==> config.mk <==
export PLATFORM = sky130hd
export DESIGN_NAME = fetch_queue
export DESIGN_NICKNAME = d
export VERILOG_FILES = /design/src/rtl/fetch_queue.sv
export SDC_FILE = /design/constraint.sdc
export NUM_CORES = 1
export LEC_CHECK = 0
export ABC_AREA = 1
export CELL_PAD_IN_SITES_DETAIL_PLACEMENT = 1
export CELL_PAD_IN_SITES_GLOBAL_PLACEMENT = 2
export CORE_UTILIZATION = 32
export CTS_CLUSTER_DIAMETER = 30
export DETAILED_ROUTE_END_ITERATION = 10
export GPL_TIMING_DRIVEN = 0
export PLACE_DENSITY_LB_ADDON = 0.3
export SLEW_MARGIN = 20
export SYNTH_ARGS = -nofsm -noshare
export SYNTH_HDL_FRONTEND = slang
export SYNTH_SLANG_ARGS = --single-unit
==> constraint.sdc <==
create_clock -name clk -period 14 [get_ports clk]
set_clock_uncertainty 0.15 [all_clocks]
set_input_delay 2.8 -clock clk [delete_from_list [all_inputs] [get_ports clk]]
set_output_delay 2.8 -clock clk [all_outputs]
set_load 0.02 [all_outputs]
==> src/rtl/fetch_queue.sv <==
// fetch_queue: instruction prefetch buffer between the instruction memory
// and the decode stage. A circular buffer of {pc, ir} entries is filled
// from sequential fetches and drained by ID. A redirect from EX flushes
// everything and restarts fetch at redirect_pc.
module fetch_queue #(
  parameter int unsigned DEPTH    = 4,
  parameter logic [31:0] RESET_PC = 32'h0000_0000,
  parameter logic [31:0] NOP_IR   = 32'h0000_0013
) (
  input  logic                     clk,
  input  logic                     rst,
  output logic [31:0]              iad,
  output logic                     iad_req,
  input  logic [31:0]              idt,
  input  logic                     acki_n,
  input  logic                     redirect,
  input  logic [31:0]              redirect_pc,
  output logic                     deq_valid,
  input  logic                     deq_ready,
  output logic [31:0]              deq_ir,
  output logic [31:0]              deq_pc,
  output logic [31:0]              deq_pc4,
  output logic [$clog2(DEPTH):0]   count
);

  localparam int PW = $clog2(DEPTH);
  localparam int CW = PW + 1;
  localparam logic [CW-1:0] FULL = CW'(DEPTH);

  typedef struct packed {
    logic [31:0] pc;
    logic [31:0] ir;
  } entry_t;

  entry_t          mem_q [DEPTH];
  entry_t          mem_d [DEPTH];
  logic [31:0]     fetch_pc_q, fetch_pc_d;
  logic [PW-1:0]   rd_ptr_q, rd_ptr_d;
  logic [PW-1:0]   wr_ptr_q, wr_ptr_d;
  logic [CW-1:0]   count_q, count_d;
  logic            push, pop;
  entry_t          head;

  // Fetch request, handshakes and the head-of-queue view seen by ID.
  // The request is suppressed while in reset so nothing is asked of memory.
  always_comb begin
    iad_req   = ~rst & ~redirect & (count_q != FULL);
    push      = iad_req & ~acki_n;
    deq_valid = (count_q != '0);
    pop       = deq_valid & deq_ready & ~redirect;
    head      = mem_q[rd_ptr_q];
    iad       = fetch_pc_q;
    count     = count_q;
    deq_ir    = deq_valid ? head.ir : NOP_IR;
    deq_pc    = deq_valid ? head.pc : 32'h0;
    deq_pc4   = deq_valid ? (head.pc + 32'd4) : 32'h0;
  end

  // Next-state: redirect flushes and wins over push/pop; otherwise push
  // and pop act independently and the count follows their difference.
  always_comb begin
    mem_d      = mem_q;
    fetch_pc_d = fetch_pc_q;
    rd_ptr_d   = rd_ptr_q;
    wr_ptr_d   = wr_ptr_q;
    count_d    = count_q;
    if (redirect) begin
      fetch_pc_d = redirect_pc;
      rd_ptr_d   = '0;
      wr_ptr_d   = '0;
      count_d    = '0;
    end else begin
      if (push) begin
        mem_d[wr_ptr_q] = {fetch_pc_q, idt};
        wr_ptr_d        = wr_ptr_q + PW'(1);
        fetch_pc_d      = fetch_pc_q + 32'd4;
      end
      if (pop) begin
        rd_ptr_d = rd_ptr_q + PW'(1);
      end
      case ({push, pop})
        2'b10:   count_d = count_q + CW'(1);
        2'b01:   count_d = count_q - CW'(1);
        default: count_d = count_q;
      endcase
    end
  end

  // State registers; reset empties the queue and restarts fetch at RESET_PC.
  always_ff @(posedge clk or posedge rst) begin
    if (rst) begin
      fetch_pc_q <= RESET_PC;
      rd_ptr_q   <= '0;
      wr_ptr_q   <= '0;
      count_q    <= '0;
      for (int i = 0; i < int'(DEPTH); i++) begin
        mem_q[i] <= '0;
      end
    end else begin
      fetch_pc_q <= fetch_pc_d;
      rd_ptr_q   <= rd_ptr_d;
      wr_ptr_q   <= wr_ptr_d;
      count_q    <= count_d;
      mem_q      <= mem_d;
    end
  end

endmodule

Yosys cells after proc, flatten, opt, wreduce, memory -nomap -nowiden:

Index checks and enable logic that the tools add are counted.

* flip-flop bits (word level): 295
* output and inout bits: 133

* add/sub/neg operators: 6
* reduce and logical (&&, ||, !) cells: 6
* bitwise gates (word level): 10
* $lt $le $gt $ge: 3
* equal/unequal tests: 3
* multiplexer cells: 17

Operators by type and width (count)
* bitwise mux 256 bit: 1
* two-way mux 64 bit: 3
* two-way mux 32 bit: 5
* binary-select mux 64 bit (select 2 bit): 1
* demux 64 bit (select 2 bit): 1
* adder 32 x 3 -> 32 bit, second input constant: 2
* two-way mux 2 bit: 4
* greater-or-equal comparator 3 bit, second input constant: 2
* NOT 2 -> 3 bit: 2
* one-hot mux 3 bit (2 select lines): 1
* nonzero test 3 bit: 2
* bitwise AND 1 bit: 5
* adder 2 x 1 -> 2 bit, second input constant: 2
* nonzero test 2 bit: 2
* adder 3 x 1 -> 3 bit, second input constant: 1
* less-than comparator 3 x 1 -> 1 bit, second input constant: 1
* two-way mux 3 bit: 1
* inequality test 3 bit, second input constant: 1
* NOT 1 bit: 3
* subtractor 3 x 1 -> 3 bit, second input constant: 1
* equality test 2 x 1 -> 1 bit, second input constant: 1
* equality test 2 bit, second input constant: 1
* AND reduction 2 bit: 1
* logical AND 1 bit: 1

Longest topological paths before layout:

* word-level depth: 7
* mapped depth: 16
* gate-level depth less buffers: 14

Worst setup path before layout:

No wires, ideal clock.

* path kind: input -> output
* from: input redirect
* to: output iad_req
* path buffers: 1
* cell stages on the path: 2
* data required time: 11.050 ns
* path slack: 7.769 ns
* arrival time: 3.281 ns
* cells stage by stage: buf_4 > nor3_4

* word-level cells in the longest chain between the ends: 3

RTL lines
* from (decl): line 16 `input logic redirect,`
* NOT 1 bit (no line)
* bitwise AND 1 bit (2 in series): line 47 `iad_req = ~rst & ~redirect & (count_q != FULL);`
* to (decl): line 13 `output logic iad_req,`

No other way between the ends.

Worst setup path after layout:

* from: input rst
* to: output iad_req

* word-level cells in the longest chain between the ends: 3

RTL lines
* from (decl): line 11 `input logic rst,`
* NOT 1 bit: line 47
* bitwise AND 1 bit (2 in series): line 47

No other way between the ends.

==> metrics.txt <==
Die Height=222 um; CTS Root Cell=clkbuf_16; reg2reg path depth=11; clock network fraction of design power=0.364; met2 wire length=31.3 mm; WHS Path Cells=2; Clock Tree Buf Depth=3; Layout area overhead=34.6%; Cell Chain, Critical Path=clkdlybuf4s50_1 > nor3_4 > clkdlybuf4s50_1; Crit-path slowest cell=clkdlybuf4s50_1; EDFF count, synth=0; DRT Pass-1 Iters=5; multi-input logic area=7040 um2; R2R Path Start=count[0]$_DFFE_PP0P_; H-tree depth=3; total wire length=64.0 mm; Int Pwr=2.91 mW; first-pass GRT wire length=99.3 mm; post_cts resized=0; clock sink total=295; WP buf/inv=2; Worst-Margin Slew=1.08 ns; area leader, netlist=dfrtp_1; Startpoint Class=input port; vias in the first global route=16,763; WHS Endpoint=mem_q[142]$_DFFE_PP0P_; Hold Crit Start=mem_q[142]$_DFFE_PP0P_; post-synthesis register bit count=295; Period minus WS final=7.21 ns; final antenna-violating net count=0; Synthesized Nets=2,192; met3 wire len=3.84 mm; pwr dens=226 nW/um2; dominant synthesized flop cell=dfrtp_1; nets=2,469; share of cells above drive strength 1=0.0968; clk_lat worst skew=0.60 ns; most used cell, CP=clkdlybuf4s50_1; initial antenna violation count=6; Clock transition at path regs=0.04 ns; slowest stage delay, CP=0.65 ns; Yosys top cell area share=0.475; synthesized area=15,500 um2; DP HPWL=46.5 mm; synth cell count leaders=691 x nand2_1, 295 x dfrtp_1, 292 x o21ai_0, 260 x nor2_1, 114 x inv_1; Reg-to-Reg End=count[2]$_DFFE_PP0P_; row cnt=80; vias per cell=5.08; Core Box Area=47,800 um2; Detailed Route Iter0 Violations=929; Max Clock Freq=139 MHz; Crit. End Element=output port; CTS tree=yes; FF+latch area=7380 um2; Pwr Total=4.73 mW; top-count cell post-synth=nand2_1; setup violators final=0; Seq pwr share=0.262; synth top area cells=dfrtp_1 48%, nand2_1 17%, o21ai_0 9.4%; Worst Path Max Fanout=2; reg-to-reg slack, setup=11.06 ns; hold_buf cts=0; GRT Util Overall=0.262; Synth Warn #=0; top sig layer=met5; vias=15,557; IO Pins=202; die area=49,400 um2; RSZ-0062 raised after global routing=no; Worst Hold Class=reg2reg; Required @ worst endpoint=11.05 ns; sequential-to-total area share from yosys stat=0.475; Syn Area/Cell=7.34 um2; grt total ovfl=0; wire length on met1=26.9 mm; TNS Setup=0 ns; Psw=1.82 mW; largest net degree at the start of global routing=101; outcome=finished, final reports clean; final hold violation count=0; Port Buf Inserts=200; max-cap violations=0; Async SR Flop Fraction=1.00; post-synth cell types=40; total setup buffers inserted after CTS=0; Sw Ratio=0.384; LEAKAGE=9.60 nW; Initial Util=0.325; maximum VDD drop=0.0938 mV; normalized max-slew margin=0.278; critical path's top delay family=buffers and inverters; Die Wd=222 um; final worst-path cycle share=0.515; Pins Over Slew Limit=0; drt wl/cell=20.9 um; crit path DAT=4.26 ns; TritonCTS buffer count=72; Post-route DRC=0; Logic pwr share=0.375; Worst Path Class, Setup=in2out; RePlAce Congestion=0.885; Mapped Cells=2,116; fillers=5,899
==> metrics by stage <==
step,worst slack (ns),cell area (um2),cells,utilization,hold slack (ns)
finish,6.79,20900,3065,0.437,0.327
global route,6.74,20900,3063,0.437,0.350
CTS,6.77,20900,3063,0.437,0.329
detailed placement,6.78,18400,2934,0.384,0.322
global placement,-1.21,18300,2931,0.383,0.312
floorplan,2.90,15500,2116,-,0.298
==> worst min-delay path: stages (launching register included) <==
cell	delay, ns
dfrtp_1	0.34
nand2_1	0.05
o21ai_0	0.05
==> placed cells by master (no fill, tap or decap), types with 5 or more instances in the layout <==
cell / count
buf_2: 46
buf_6: 9
o211ai_1: 12
nor2_2: 14
o221ai_1: 5
bufinv_16: 9
buf_4: 16
nand2_2: 14
inv_1: 113
nor2_4: 6
nand2_1: 691
nor2_1: 260
dfrtp_1: 295
o21ai_0: 292
a21oi_1: 53
xor2_1: 12
nand3_1: 95
clkinv_2: 12
clkdlybuf4s50_1: 200
ha_1: 6
o21bai_1: 8
nand4_1: 5
nor3_1: 14
clkbuf_8: 12
clkbuf_16: 72
clkbuf_1: 67
o21ai_1: 66
==> worst max-delay path by stage <==
| stage | startpoint | cells after the start | slack (ns) | endpoint |
|---|---|---|---|---|
| 6_report | rst | 3 | 6.79 | iad_req |
| 5_1_grt | rst | 3 | 6.74 | iad_req |
| 3_3_place_gp | rst | 2 | -1.21 | mem_q[57]$_DFFE_PP0P_ |
| 3_5_place_dp | rst | 3 | 6.78 | iad_req |
| 4_1_cts | rst | 3 | 6.77 | iad_req |
| 2_1_floorplan | rst | 1 | 2.90 | count[0]$_DFFE_PP0P_ |
==> power by group through the flow <==
stage	logic [mW]	registers [mW]	clock network, mW
global placement	1.74	1.23	0
CTS	1.79	1.24	1.74
global route	1.96	1.27	1.78
finish	1.77	1.24	1.72
detailed placement	1.78	1.24	0
floorplan	1.02	1.22	0
==> sequential cells by signal (all words and copies together), names as in the netlist <==
register  count
wr_ptr_q      2
count         3
rd_ptr_q      2
mem_q       256
iad          32
==> cell type report <==
| cell class | count | area share |
|---|---|---|
| flip-flops and latches | 295 | 0.353 |
| multi-input cells | 1575 | 0.337 |
| repair buffers | 203 | 0.0997 |
| clock buffers | 98 | 0.0966 |
| well taps | 615 | 0.0368 |
| plain buffers | 126 | 0.0315 |
| clock inverters | 31 | 0.0231 |
| inverters | 120 | 0.0223 |
| diodes | 2 | 0.000239 |
==> layer usage <==
layer,global-route usage,vias to the layer above
li1,-,7394
met1,0.320,7609
met2,0.448,420
met3,0.0620,128
met4,0.0990,6
met5,0,-
==> cell families (layout without fill, tap and decap cells) <==
kind of cell             count (synthesis)  after routing  synth area share
XOR/XNOR                                14             14           0.00789
flip-flops                             295            295             0.475
other                                    0              2                 0
buffers and inverters                  246            578            0.0718
adder cells (fa/ha/maj)                  7              7           0.00612
AO/OA/AOI/OAI                          442            442             0.148
AND/OR/NAND/NOR                       1112           1112             0.291
Note: power is estimated with default switching activity, not from simulation.
